### config.mk
export PLATFORM = sky130hd
export DESIGN_NAME = fetch_pc_unit
export DESIGN_NICKNAME = d
export VERILOG_FILES = /design/src/rtl/minisys_pkg.sv /design/src/rtl/next_pc_sel.sv /design/src/rtl/fetch_pc_unit.sv
export SDC_FILE = /design/constraint.sdc
export NUM_CORES = 1
export LEC_CHECK = 0
export ABC_AREA = 1
export CORE_UTILIZATION = 30
export CTS_BUF_LIST = sky130_fd_sc_hd__clkbuf_4
export DETAILED_ROUTE_END_ITERATION = 6
export PLACE_DENSITY = 0.66
export SLEW_MARGIN = 10
export SYNTH_ARGS = -nofsm -noshare
export SYNTH_HDL_FRONTEND = slang
export SYNTH_SLANG_ARGS = --single-unit
### constraint.sdc
create_clock -name clock -period 1.7 [get_ports clock]
set_input_delay 0.425 -clock clock [delete_from_list [all_inputs] [get_ports clock]]
set_output_delay 0.425 -clock clock [all_outputs]
set_load 0.05 [all_outputs]
### src/rtl/minisys_pkg.sv
// rtl/minisys_pkg.sv - shared fetch-stage types and constants
package minisys_pkg;

    typedef enum logic [1:0] {
        S_RESET = 2'd0,
        S_FETCH = 2'd1,
        S_EXEC  = 2'd2
    } fetch_state_e;

    localparam logic [5:0]  OP_J             = 6'h02;
    localparam logic [5:0]  OP_JAL           = 6'h03;
    localparam logic [31:0] PC_RESET_DEFAULT = 32'h0000_0000;

endpackage

### src/rtl/next_pc_sel.sv
// rtl/next_pc_sel.sv - combinational next-PC priority mux
// Ports:
//   pc_plus_4_i     sequential successor of the current PC
//   instr_target_i  26-bit j/jal target field
//   addr_result_i   branch target from execute
//   rs_data_i       jr target (low two bits forced to zero)
//   zero_i          execute compare result
//   branch_i, nbranch_i, jmp_i, jal_i, jr_i  decoded control
//   next_pc_o       selected next PC
module next_pc_sel (
    input  logic [31:0] pc_plus_4_i,
    input  logic [25:0] instr_target_i,
    input  logic [31:0] addr_result_i,
    input  logic [31:0] rs_data_i,
    input  logic        zero_i,
    input  logic        branch_i,
    input  logic        nbranch_i,
    input  logic        jmp_i,
    input  logic        jal_i,
    input  logic        jr_i,
    output logic [31:0] next_pc_o
);

    logic take_branch;

    assign take_branch = (branch_i & zero_i) | (nbranch_i & ~zero_i);

    always_comb begin
        next_pc_o = pc_plus_4_i;
        if (jr_i) begin
            // Word-align the register target rather than trapping on misalignment.
            next_pc_o = rs_data_i & ~32'h0000_0003;
        end else if (jmp_i || jal_i) begin
            next_pc_o = {pc_plus_4_i[31:28], instr_target_i, 2'b00};
        end else if (take_branch) begin
            next_pc_o = addr_result_i;
        end
    end

endmodule

### src/rtl/fetch_pc_unit.sv
// rtl/fetch_pc_unit.sv - PC owner and instruction fetch over req/ack
// Ports:
//   clock, reset        clock and async active-low reset
//   Addr_result, Zero, Read_data_1, Branch, nBranch, Jmp, Jal, Jr
//                       execute-stage results and decoded control
//   stall_in            downstream hold of the instruction in execute
//   imem_rdata, imem_ack, imem_req, imem_addr   instruction memory port
//   Instruction, PC_plus_4, link_addr, Inst_valid   outputs to decode/execute
module fetch_pc_unit
    import minisys_pkg::*;
#(
    parameter logic [31:0] PC_RESET   = PC_RESET_DEFAULT,
    parameter int          ROM_ADDR_W = 14
) (
    input  logic                  clock,
    input  logic                  reset,
    input  logic [31:0]           Addr_result,
    input  logic                  Zero,
    input  logic [31:0]           Read_data_1,
    input  logic                  Branch,
    input  logic                  nBranch,
    input  logic                  Jmp,
    input  logic                  Jal,
    input  logic                  Jr,
    input  logic                  stall_in,
    input  logic [31:0]           imem_rdata,
    input  logic                  imem_ack,
    output logic                  imem_req,
    output logic [ROM_ADDR_W-1:0] imem_addr,
    output logic [31:0]           Instruction,
    output logic [31:0]           PC_plus_4,
    output logic [31:0]           link_addr,
    output logic                  Inst_valid
);

    fetch_state_e state_q, state_d;
    logic [31:0]  pc_q, pc_d;
    logic [31:0]  instr_q, instr_d;
    logic [31:0]  link_q, link_d;
    logic [31:0]  pc_plus_4;
    logic [31:0]  next_pc;
    logic         commit;

    assign pc_plus_4 = pc_q + 32'd4;
    assign commit    = (state_q == S_EXEC) && !stall_in;

    next_pc_sel u_next_pc_sel (
        .pc_plus_4_i    (pc_plus_4),
        .instr_target_i (instr_q[25:0]),
        .addr_result_i  (Addr_result),
        .rs_data_i      (Read_data_1),
        .zero_i         (Zero),
        .branch_i       (Branch),
        .nbranch_i      (nBranch),
        .jmp_i          (Jmp),
        .jal_i          (Jal),
        .jr_i           (Jr),
        .next_pc_o      (next_pc)
    );

    always_comb begin
        state_d = state_q;
        pc_d    = pc_q;
        instr_d = instr_q;
        link_d  = link_q;
        unique case (state_q)
            S_RESET: state_d = S_FETCH;
            S_FETCH: begin
                // Acks are only honoured while requesting, so stale acks are dropped.
                if (imem_ack) begin
                    instr_d = imem_rdata;
                    state_d = S_EXEC;
                end
            end
            S_EXEC: begin
                if (commit) begin
                    pc_d    = next_pc;
                    state_d = S_FETCH;
                    if (Jal) begin
                        link_d = pc_plus_4;
                    end
                end
            end
            default: state_d = S_RESET;
        endcase
    end

    always_ff @(posedge clock or negedge reset) begin
        if (!reset) begin
            state_q <= S_RESET;
            pc_q    <= PC_RESET;
            instr_q <= 32'd0;
            link_q  <= 32'd0;
        end else begin
            state_q <= state_d;
            pc_q    <= pc_d;
            instr_q <= instr_d;
            link_q  <= link_d;
        end
    end

    // Decoded straight from state so reset drops the request without waiting for a clock.
    assign imem_req    = (state_q == S_FETCH);
    assign Inst_valid  = (state_q == S_EXEC);
    assign imem_addr   = pc_q[ROM_ADDR_W+1:2];
    assign Instruction = instr_q;
    assign PC_plus_4   = pc_plus_4;
    assign link_addr   = link_q;

endmodule

==> results of run 1 <==
==> flip-flops by register name, indices dropped and copies added (netlist names) <==
register / count
state_q: 2
Instruction: 32
link_addr: 32
pc_q: 32
==> synthesized netlist by cell type (2+ instances only) <==
library cell,number,area [µm²]
a21boi_1,7,52.6
a21oi_1,36,180
a31oi_1,13,81.3
and2_1,6,37.5
buf_2,11,55.1
buf_4,16,120
buf_6,2,22.5
clkbuf_1,16,60.1
dfrtp_1,98,2450
inv_1,60,225
inv_2,7,26.3
mux2_2,32,360
nand2_1,243,912
nand2_2,2,12.5
nand3_1,52,260
nand3b_1,4,30.0
nor2_1,84,315
nor2_2,10,62.6
nor2_4,5,56.3
nor2_8,2,40.0
o21ai_0,21,105
o21ai_1,15,75.1
o22ai_1,2,12.5
xor2_1,8,70.1
==> where the power goes <==
| group | total (µW) | internal, µW | switching [µW] |
|---|---|---|---|
| clock network | 1150 | 307 | 844 |
| logic | 16000 | 7630 | 8360 |
| registers | 4760 | 3430 | 1330 |
| total | 21900 | 11400 | 10500 |
==> critical path: cells and delay by family, from the launching register on <==
family / cells / cell delay [ns]
buffers and inverters: 5 / 0.63
flip-flops: 1 / 0.43
AND/OR/NAND/NOR: 4 / 0.57
==> worst max-delay path by stage <==
stage	end	start	slack, ns
6_report	PC_plus_4[27]	pc_q[2]$_DFFE_PN0P_	-0.83
5_1_grt	PC_plus_4[26]	pc_q[3]$_DFFE_PN0P_	-0.95
4_1_cts	PC_plus_4[25]	pc_q[2]$_DFFE_PN0P_	-0.80
3_5_place_dp	pc_q[10]$_DFFE_PN0P_	Zero	-0.32
3_3_place_gp	pc_q[10]$_DFFE_PN0P_	Zero	-0.28
2_1_floorplan	PC_plus_4[25]	pc_q[2]$_DFFE_PN0P_	-0.16
==> logic make-up after synthesis <==
logic type                 Yosys count  synth area share (%)
buffers and inverters              112                  8.90
and+or+nand+nor                    413                  30.9
adders and majority gates            1                 0.219
AOI/OAI and AO/OA                   96                  9.12
xor gates and xnor gates            10                  1.66
DFF                                 98                  42.9
muxes                               32                  6.30
==> metal layers <==
layer	vias up	wire length [µm]
li1	3079	-
met1	2911	9290
met2	196	10500
met3	21	1580
met4	0	352
met5	-	0
==> per-stage QoR <==
| stage | hold slack [ns] | worst slack (ns) | TNS [ns] |
|---|---|---|---|
| after floorplan | 0.129 | -0.157 | -1.85 |
| after global placement | 0.347 | -0.283 | -10.91 |
| after detailed placement | 0.339 | -0.320 | -12.27 |
| after CTS | 0.316 | -0.804 | -21.42 |
| after global routing | 0.329 | -0.948 | -28.60 |
| final | 0.336 | -0.834 | -22.70 |
==> layout make-up <==
class	instances	area [µm²]	share of cell area, %
diodes	1	2.50	0.0226
clock buffers	10	75.1	0.679
clock inverters	6	33.8	0.305
inverters	67	260	2.35
multi-input cells	552	3430	31.0
flip-flops and latches	98	2460	22.2
well taps	234	293	2.65
repair buffers	366	4510	40.7
==> repair_timing <==
action                                  in CTS  in global routing
endpoints found under the setup margin      57                 96
gates cloned                                 0                  1
buffers inserted                            31                 27
hold buffers                                 1                  0
resized for setup                           88                 79
pin swaps                                   21                 35
hold endpoints to repair                    18                  0
==> summary.txt, run 1 <==
Syn Nets: 869
Reg2reg end: pc_q[19]$_DFFE_PN0P_
Max Cap Viol: 0
Syn Area/Cell: 7.51 µm²
Sequential area share after synthesis: 42.9%
Worst IR drop on VDD: 0.00114 V
Fin Clk Skew: 0.0235 ns
DP Wirelength: 16500 µm
Primary FF master, synth: dfrtp_1
Clock buffer depth: 2
Reg2Reg Depth: 15
Final setup margin: -0.834 ns
Die X: 140 µm
Status: complete, but fails checks
Avg WL per Cell: 16.3 µm
Final Hold Violating Endpoints: 0
Clk slew on worst S/H paths: 0.17 ns
Slew @ Worst Pin: 0.318 ns
HP Class: in2async
Met2 GRT Util: 36.6%
Most frequent cells in the layout: 195 x nand2_1, 115 x buf_4, 106 x buf_12, 102 x clkdlybuf4s50_1, 91 x dfrtp_1
Tot Pwr: 21900 µW
Gr usage total: 21.9%
First-pass GRT wire length: 33100 µm
Post-layout util: 59.2%
Ys async rst share: 100%
Initial Util: 30.6%
Tcrit/Tclk final: 149%
Clk_lat worst skew: 0.50 ns
Final #Nets: 1201
Layout cells sized above 1: 41.6%
Area added between synthesis and finish: 93.5%
Post-synthesis register bit count: 98
Post-synth EDFFs: 0
DRC: 0
Largest net degree at the start of global routing: 49
Gp weighted congestion: 0.867
Fin area: 0.0111 mm²
Worst stage delay on the critical path: 0.43 ns
# fillers: 1542
Mapped Cells: 762
Worst R2R Setup Slack: -0.28 ns
Buffers on Ports: 215
Library cells used by synthesis: 34
Type of origin of the critical path: flip-flop
Setup CP Type: reg2out
Dpl cell area: 0.0100 mm²
Vias/cell: 4.65
Max_slew headroom: 78.7%
Critical path peak fanout: 3
CTS tree: built
CTS sink count: 98
Slew Limit Fails: 0
Post-route ant nets: 0
Synth Warn #: 0
R2R Path Start: pc_q[2]$_DFFE_PN0P_
Die Y: 140 µm
Vias in the first global route: 6112
Grt peak-use layer: met2
Post-route insts no fill: 1334
Worst Setup End Kind: output port
Met1 Use GR: 27.8%
Vias post-DR: 6207
CP max stage cell: dfrtp_2
Routed wire length: 21800 µm
Cell mode on critical path: nand3b_1
Met3 Use GR: 6.77%
Die ar.: 0.0196 mm²
Worst-path cell chain: buf_6 > clkinvlp_4 > nor2_4 > buf_4 > nand3b_1 > inv_2 > nand3b_1 > nand2_4 > buf_12
H-tree level count: 3
Placed cells: 1281
DRT iter0 DRCs: 305
Pwr Density: 1980 mW/mm²
Final min period: 2.53 ns
Post-Syn Area: 0.00572 mm²
I/O pins: 218
Setup-failing EPs final: 59
WP data required: 1.27 ns
Core region area: 0.0187 mm²
Critical Path AT: 2.11 ns
FP Rows: 50
Drt pass-1 iters: 4
Total grt overflow: 0
Clock tree root driver cell: clkbuf_4
RSZ-0062 raised after global routing: true
Fmax: 0.395 GHz
Failing checks: setup timing
P_leak: 0.00511 µW
Most common cell after layout, fill and taps aside: nand2_1
Initial antenna violation count: 1
Number of buffers created by CTS: 9
No activity file was read; power rests on OpenSTA's default activity.
==> run 2: changes to the inputs <==
--- a/config.mk
+++ b/config.mk
@@ -7,7 +7,7 @@
 export LEC_CHECK = 0
 export ABC_AREA = 1
 export CORE_UTILIZATION = 30
-export CTS_BUF_LIST = sky130_fd_sc_hd__clkbuf_4
+export CTS_BUF_LIST = sky130_fd_sc_hd__clkbuf_8
 export DETAILED_ROUTE_END_ITERATION = 6
 export PLACE_DENSITY = 0.66
 export SLEW_MARGIN = 10
==> run 2 against run 1 <==
  * The flow still finishes with violations (setup timing)
  * Flip-flop and latch count is the same
  * Power shrank 2.1%
  * Count of clock-buffer cells in the layout grew 2
  * Global-route usage shrank 0.39 points
  * Critical path depth shrank 1
  * Register-to-register slack gained 0.03 ns
  * Critical endpoint is now PC_plus_4[24]
  * Largest cell class unchanged
==> summary.txt, run 2 (synthesis results as in run 1) <==
Status: complete, but fails checks
Failing checks: setup timing
Tot Pwr: 21400 µW
Initial antenna violation count: 0
Dpl cell area: 0.0100 mm²
WP data required: 1.27 ns
CTS tree: built
DP Wirelength: 16500 µm
DRT iter0 DRCs: 246
RSZ-0062 raised after global routing: true
Critical Path AT: 1.97 ns
Final #Nets: 1183
Switch share: 47.7%
Avg WL per Cell: 15.7 µm
Inserted Diodes: 0
Vias/cell: 4.58
Worst stage delay on the critical path: 0.39 ns
Tcrit/Tclk final: 141%
Worst path bufs/invs: 1
Setup CP Type: reg2out
Largest delay share family, worst path: simple AND/OR/NAND/NOR gates
Most frequent cells in the layout: 214 x nand2_1, 132 x buf_4, 106 x buf_12, 102 x clkdlybuf4s50_1, 97 x dfrtp_1
Layout cells sized above 1: 37.0%
Seq pwr share: 21.8%
Largest net degree at the start of global routing: 49
Final min period: 2.40 ns
CP max stage cell: dfrtp_2
Vias post-DR: 6026
P_leak: 0.00498 µW
HP Class: in2async
CTS sink count: 98
Slew Limit Fails: 0
Fmax: 0.417 GHz
H-tree level count: 3
Vias in the first global route: 5948
Gp weighted congestion: 0.867
Die Y: 140 µm
Hold WS: 0.447 ns
Number of buffers created by CTS: 9
Drt pass-1 iters: 5
Area added between synthesis and finish: 86.1%
Gr usage total: 21.5%
Sw Pwr: 10200 µW
Clk_lat worst skew: 0.40 ns
Post-route ant nets: 0
Die X: 140 µm
Post-place setup slack: -0.320 ns
Initial Util: 30.6%
Post-layout util: 56.9%
Pwr Density: 2010 mW/mm²
Die ar.: 0.0196 mm²
Clk pwr share: 7.2%
Clock buffer depth: 2
P_int: 11200 µW
Clock tree root driver cell: clkbuf_8
Core region area: 0.0187 mm²
Final Hold Violating Endpoints: 0
Slew @ Worst Pin: 0.308 ns
Fin area: 0.0106 mm²
Clk slew on worst S/H paths: 0.10 ns
First-pass GRT wire length: 32300 µm
Worst Setup End Kind: output port
I/O pins: 218
Final setup margin: -0.696 ns
Fin Clk Skew: 0.0107 ns
Most common cell after layout, fill and taps aside: nand2_1
Worst-path cell chain: ha_2 > nand3_1 > nor2_4 > nand3_4 > nor2_1 > nand2_1 > nand2_4 > buf_12
Routed wire length: 20700 µm
Logic pwr share: 71.0%
Critical path peak fanout: 3
Buffers on Ports: 215
Total grt overflow: 0
Worst IR drop on VDD: 0.00114 V
FP Rows: 50
DRC: 0
Type of origin of the critical path: flip-flop
Max Cap Viol: 0
Setup-failing EPs final: 43
Max_slew headroom: 79.5%
## run 2: timing repair
action / 4_1_cts / 5_1_grt
hold buffers: 1 / 0
endpoints found under the hold margin: 18 / 0
gates cloned: 0 / 0
resized for setup: 47 / 18
setup buffers: 8 / 10
endpoints found under the setup margin: 44 / 58
pin swaps: 7 / 9
## run 2: final cells by class
type                       count  area, µm²
clock buffer                  12        165
clock inverter                 4       26.3
sequential                    98       2450
tap                          234        293
fill                        1626       8060
inverter                      67        260
timing repair buffer         348       4220
multi-input combinational    552       3220
## run 2: power groups by stage
stage               Sequential (µW)  Clock, µW  Combinational (µW)
finish                         4670       1550               15200
global route                   4830       1670               15900
CTS                            4660       1590               15100
detailed placement             4680          0               14800
global placement               4660          0               14600
floorplan                      6830          0                5080
## run 2: metal layers
metal	vias up	track usage (%)	wire, µm
met5	-	0	0
met4	0	4.92	202
met3	12	6.63	1510
met2	190	35.6	9870
met1	2787	27.5	9090
li1	3037	-	-
## run 2: path summary, 6_finish.rpt
check / startpoint / endpoint / slack (ns) / cells after the start
worst max-delay path: pc_q[2]$_DFFE_PN0P_ / PC_plus_4[24] / -0.70 / 8
worst min-delay path: reset / link_addr[2]$_DFFE_PN0P_ / 0.45 / 2
worst max register to register: pc_q[3]$_DFFE_PN0P_ / pc_q[15]$_DFFE_PN0P_ / -0.25 / 13
worst min register to register: link_addr[0]$_DFFE_PN0P_ / link_addr[0]$_DFFE_PN0P_ / 0.50 / 2
max in group asynchronous: reset / pc_q[2]$_DFFE_PN0P_ / 0.66 / 3
min in group clock: link_addr[0]$_DFFE_PN0P_ / link_addr[0]$_DFFE_PN0P_ / 0.50 / 2
## run 2: metrics by stage
| step | TNS [ns] | std cells |
|---|---|---|
| floorplan | -1.85 | 762 |
| global placement | -10.91 | 1281 |
| detailed placement | -12.27 | 1281 |
| CTS | -16.63 | 1306 |
| global route | -22.60 | 1315 |
| finish | -17.47 | 1315 |
==> patch 1: new RTL, config.mk and constraints of run 1 <==
Encoding of `fetch_state_e`: now one-hot (3 bits for 3 states).
--- a/src/rtl/minisys_pkg.sv
+++ b/src/rtl/minisys_pkg.sv
@@ -1,10 +1,10 @@
 // rtl/minisys_pkg.sv - shared fetch-stage types and constants
 package minisys_pkg;
 
-    typedef enum logic [1:0] {
-        S_RESET = 2'd0,
-        S_FETCH = 2'd1,
-        S_EXEC  = 2'd2
+    typedef enum logic [2:0] {
+        S_RESET = 3'b001,
+        S_FETCH = 3'b010,
+        S_EXEC  = 3'b100
     } fetch_state_e;
 
     localparam logic [5:0]  OP_J             = 6'h02;
Check against the original RTL: same outputs for any inputs over 4 cycles, from zero or initial values and one cycle with reset low; so few cycles prove little.
==> patch 1 against run 1 <==
- the flow still finishes with violations (negative setup slack)
- largest cell class unchanged
- design area is 3.2% higher
- fmax increased by 2.6%
- cell count increased by 5.1%
- critical endpoint unchanged
- setup slack gained 0.065 ns
- largest power group unchanged
- register-to-register slack hardly changed
- synthesized area up 1.1%
- count of clock-buffer cells in the layout increased by 1
- synthesized cell count grew 3.0%
- wire length is 5.5% higher
- first-iteration DRC count is 8.9% higher
- clock skew is 0.0073 ns lower
- power is 4.1% higher
- sequential cell count rose by 1
- die area rose by 1.1%
- critical path type unchanged
==> patch 1: results (changes against run 1) <==
Result of the run = finished, violations left
Pre-CTS setup slack = -0.362 ns (-0.0422 ns)
Detail Placement HPWL = 17.1 mm (+3.8%)
XOR/XNOR share of the synthesized area = 1.64% (-0.019 points)
Switching power = 10800 uW (+2.0%)
Compound-cell area share of the yosys netlist = 7.33% (-1.8 points)
Post-Route M1 WL = 9.87 mm (+6.2%)
Non-clock buffer count in the final layout = 385 (+5.2%)
Wire length of the first global-routing pass = 35.0 mm (+5.5%)
Worst-path fanout max = 5 (+2)
Pin count of the biggest net entering global routing = 45 (-8.2%)
Sequential share of cell area = 21.8% (-0.43 points)
Violations in the final reports = negative setup slack
Met3 wirelength from detailed routing = 1.59 mm (+0.19%)
Final sequential cell count = 99 (+1.0%)
Cell variety after synth = 33 (-2.9%)
Routed length per instance = 16.4 um (+0.41%)
Leading post-synthesis cells by cell area = sky130_fd_sc_hd__dfrtp_1 42%, sky130_fd_sc_hd__nand2_1 19%, sky130_fd_sc_hd__mux2_2 6.2%, sky130_fd_sc_hd__nor2_1 5.4%, sky130_fd_sc_hd__nand3_1 4.1%
Net count of the finished layout = 1243 (+3.5%)
Final-layout fill cell count = 1540 (-0.13%)
Number of search-and-repair iterations in the first detailed-routing pass = 5 (+1)
Met2 Routed Length = 10.9 mm (+3.0%)
Power density cells = 2000 mW/mm^2 (+0.88%)
Share of the yosys chip area belonging to registers = 42.9% (about the same)
Cell types with the highest counts after synthesis = 286 x sky130_fd_sc_hd__nand2_1, 98 x sky130_fd_sc_hd__dfrtp_1, 83 x sky130_fd_sc_hd__nor2_1
Fraction of standard cell area in multi-input logic = 31.0% (about the same)
Placed standard-cell area = 0.0101 mm^2 (+0.72%)
Met3 track demand over resource in global routing = 5.81% (-0.96 points)
CP peak stage delay = 0.48 ns (+0.05 ns)
Count of multi-input combinational gates = 577 (+4.5%)
Fraction of power consumed by sequential logic = 21.3% (-0.4 points)
Final Setup Violations = 61 (+3.4%)
Clock tree cell share of total cell area = 1.61% (+0.63 points)
Standby leakage power = 0.00532 uW (+4.0%)
Setup slack of the critical path after layout = -0.769 ns (+0.0646 ns)
Number of signal-net inverters in the final layout = 64 (-4.5%)
Number of clock buffers in the layout = 11 (+1)
## patch 1: cell types whose count changed after synthesis, moves of 3 or more
cell	before	now
sky130_fd_sc_hd__nand3_1	52	47
sky130_fd_sc_hd__nor2_2	10	5
sky130_fd_sc_hd__a21boi_1	7	2
sky130_fd_sc_hd__nand4_1	1	4
sky130_fd_sc_hd__nand2_1	243	286
sky130_fd_sc_hd__clkbuf_1	16	13
sky130_fd_sc_hd__a21oi_1	36	40
sky130_fd_sc_hd__a31oi_1	13	0
## patch 1: final timing paths
check / start / endpoint / slack [ns] / cells past startpoint
worst max-delay path: pc_q[4]$_DFFE_PN0P_ / PC_plus_4[27] / -0.77 / 8
min in group clock: Addr_result[0] / pc_q[0]$_DFFE_PN0P_ / 0.51 / 3
worst min register to register: link_addr[6]$_DFFE_PN0P_ / link_addr[6]$_DFFE_PN0P_ / 0.52 / 2
worst min-delay path: reset / pc_q[7]$_DFFE_PN0P_ / 0.38 / 2
worst max register to register: pc_q[4]$_DFFE_PN0P_ / pc_q[15]$_DFFE_PN0P_ / -0.28 / 14
max in group asynchronous: reset / state_q[0]$_DFFE_PN1P_ / 0.77 / 3
## patch 1: stage by stage
| step | instances | setup TNS, ns | hold WS [ns] |
|---|---|---|---|
| 6_report | 1402 | -22.65 | 0.383 |
| 5_1_grt | 1402 | -27.72 | 0.408 |
| 4_1_cts | 1387 | -21.08 | 0.377 |
| 3_5_place_dp | 1339 | -18.87 | 0.392 |
| 3_3_place_gp | 1339 | -16.78 | 0.384 |
| 2_1_floorplan | 785 | -5.17 | 0.129 |
## patch 1: timing repair
action | 4_1_cts | 5_1_grt
setup endpoints to repair | 60 | 91
pin swaps | 45 | 59
gates resized for setup | 128 | 88
hold buffers | 1 | 0
hold endpoints to repair | 22 | 0
gates cloned | 0 | 0
setup buffers | 43 | 29
==> patch 2: new RTL, config.mk and constraints of run 1 <==
Without the edit above. `ROM_ADDR_W`: 14 -> 16.
--- a/src/rtl/fetch_pc_unit.sv
+++ b/src/rtl/fetch_pc_unit.sv
@@ -10,7 +10,7 @@
     import minisys_pkg::*;
 #(
     parameter logic [31:0] PC_RESET   = PC_RESET_DEFAULT,
-    parameter int          ROM_ADDR_W = 14
+    parameter int          ROM_ADDR_W = 16
 ) (
     input  logic                  clock,
     input  logic                  reset,
Interface: changed (resized imem_addr); port bits go from 218 to 220. No check against the original RTL was run, so the function may have changed too.
==> patch 2 against run 1 <==
- the run still ends with negative setup slack left
- worst hold slack better by 0.045 ns
- clock skew shrank 0.0080 ns
- global-route usage fell by 0.26 points
- power is essentially flat
- synthesized area up 0.26%
- sequential cell count unchanged
- fmax is 0.39% higher
- design area is 1.2% lower
- via count is essentially flat
- setup slack better by 0.0099 ns
- core utilization fell by 0.74 points
- wire length down 1.2%
==> patch 2: results (changes against run 1) <==
Number of post-CTS setup repair buffers = 10 (-68%)
Met2 Routed Length = 10.5 mm (-0.34%)
Compound-cell area share of the yosys netlist = 9.10% (-0.024 points)
GRT Overall Usage = 21.7% (-0.26 points)
Routed length per instance = 16.1 um (-1.2%)
Detail Placement HPWL = 16.8 mm (+2.2%)
Slack of the worst reg-to-reg path = -0.26 ns (+0.02 ns)
Global-route met2 utilization = 36.4% (-0.16 points)
Standby leakage power = 0.00504 uW (-1.4%)
Result of the run = finished, violations left
Combinational group share of total power = 72.8% (-0.2 points)
Endpoint of the most critical setup path = PC_plus_4[25]
Violations in the final reports = negative setup slack
Critical R2R Capture = pc_q[14]$_DFFE_PN0P_
Count of routing violations after the opening detailed-route iteration = 292 (-4.3%)
Setup clock skew after layout = 0.0155 ns (-0.00799 ns)
Launch point of the worst path = pc_q[3]$_DFFE_PN0P_
Post-Route M1 WL = 9.15 mm (-1.6%)
Power density cells = 2000 mW/mm^2 (+1.2%)
Pin count of the biggest net entering global routing = 32 (-35%)
Met3 wirelength from detailed routing = 1.56 mm (-1.7%)
Accumulated negative setup slack = -22.41 ns (+0.288 ns)
Met3 track demand over resource in global routing = 6.19% (-0.58 points)
Switching share of power = 48.2% (+0.058 points)
Setup slack of the critical path after layout = -0.824 ns (+0.00986 ns)
Leading post-synthesis cells by cell area = sky130_fd_sc_hd__dfrtp_1 43%, sky130_fd_sc_hd__nand2_1 16%, sky130_fd_sc_hd__mux2_2 6.3%, sky130_fd_sc_hd__nor2_1 5.5%, sky130_fd_sc_hd__nand3_1 4.5%
XOR/XNOR share of the synthesized area = 1.66% (-0.0044 points)
GR Util met1 = 27.4% (-0.45 points)
Post-synth net total = 871 (+0.23%)
Portion of netlist area occupied by mux cells = 6.28% (-0.016 points)
Depth of the most critical reg-to-reg path = 16 (+1)
Final-layout fill cell count = 1600 (+3.8%)
Cell family contributing the most delay on the critical path = simple AND/OR/NAND/NOR gates
Worst-case vdd ir drop = 1.33 mV (+17%)
Fraction of layout instances using a drive strength above 1 = 40.9% (-0.73 points)
Final Setup Violations = 54 (-8.5%)
Count of input and output buffers = 217 (+0.93%)
Share of the yosys chip area belonging to registers = 42.8% (-0.11 points)
Top power group = combinational logic
Max-Slew Margin vs Limit = 69.1% (-9.6 points)
Master of the slowest instance on the critical path = sky130_fd_sc_hd__dfrtp_1
Adder and majority gate portion of the synthesized area = 0.218% (-0.00057 points)
Worst-path fanout max = 4 (+1)
Count of cells resized by post-cts repair = 48 (-45%)
Wire length of the first global-routing pass = 32.6 mm (-1.5%)
patch 2: cell types whose count changed in the layout (fill, tap and decap cells not counted), sizes merged:
cell / before / now
clkbuf: 11 / 10
buf: 262 / 263
clkinvlp: 1 / 3
inv: 66 / 67
clkinv: 6 / 3
patch 2: metrics by stage:
step	utilization (%)	std cells	hold WS (ns)	cell area (um^2)
floorplan	-	764	0.129	5960
global placement	54.1	1290	0.372	10100
detailed placement	54.1	1290	0.375	10100
CTS	56.2	1316	0.355	10500
global route	58.4	1334	0.371	10900
finish	58.4	1334	0.382	10900
patch 2: final cells by class:
cell class / count / area [um^2] / area share (%)
Clock buffer: 10 / 75.1 / 0.687
Antenna cell: 1 / 2.50 / 0.0229
Sequential cell: 98 / 2460 / 22.5
Tap cell: 234 / 293 / 2.68
Inverter: 67 / 258 / 2.36
Clock inverter: 6 / 41.3 / 0.378
Multi-Input combinational cell: 552 / 3330 / 30.5
Timing Repair Buffer: 366 / 4470 / 40.9
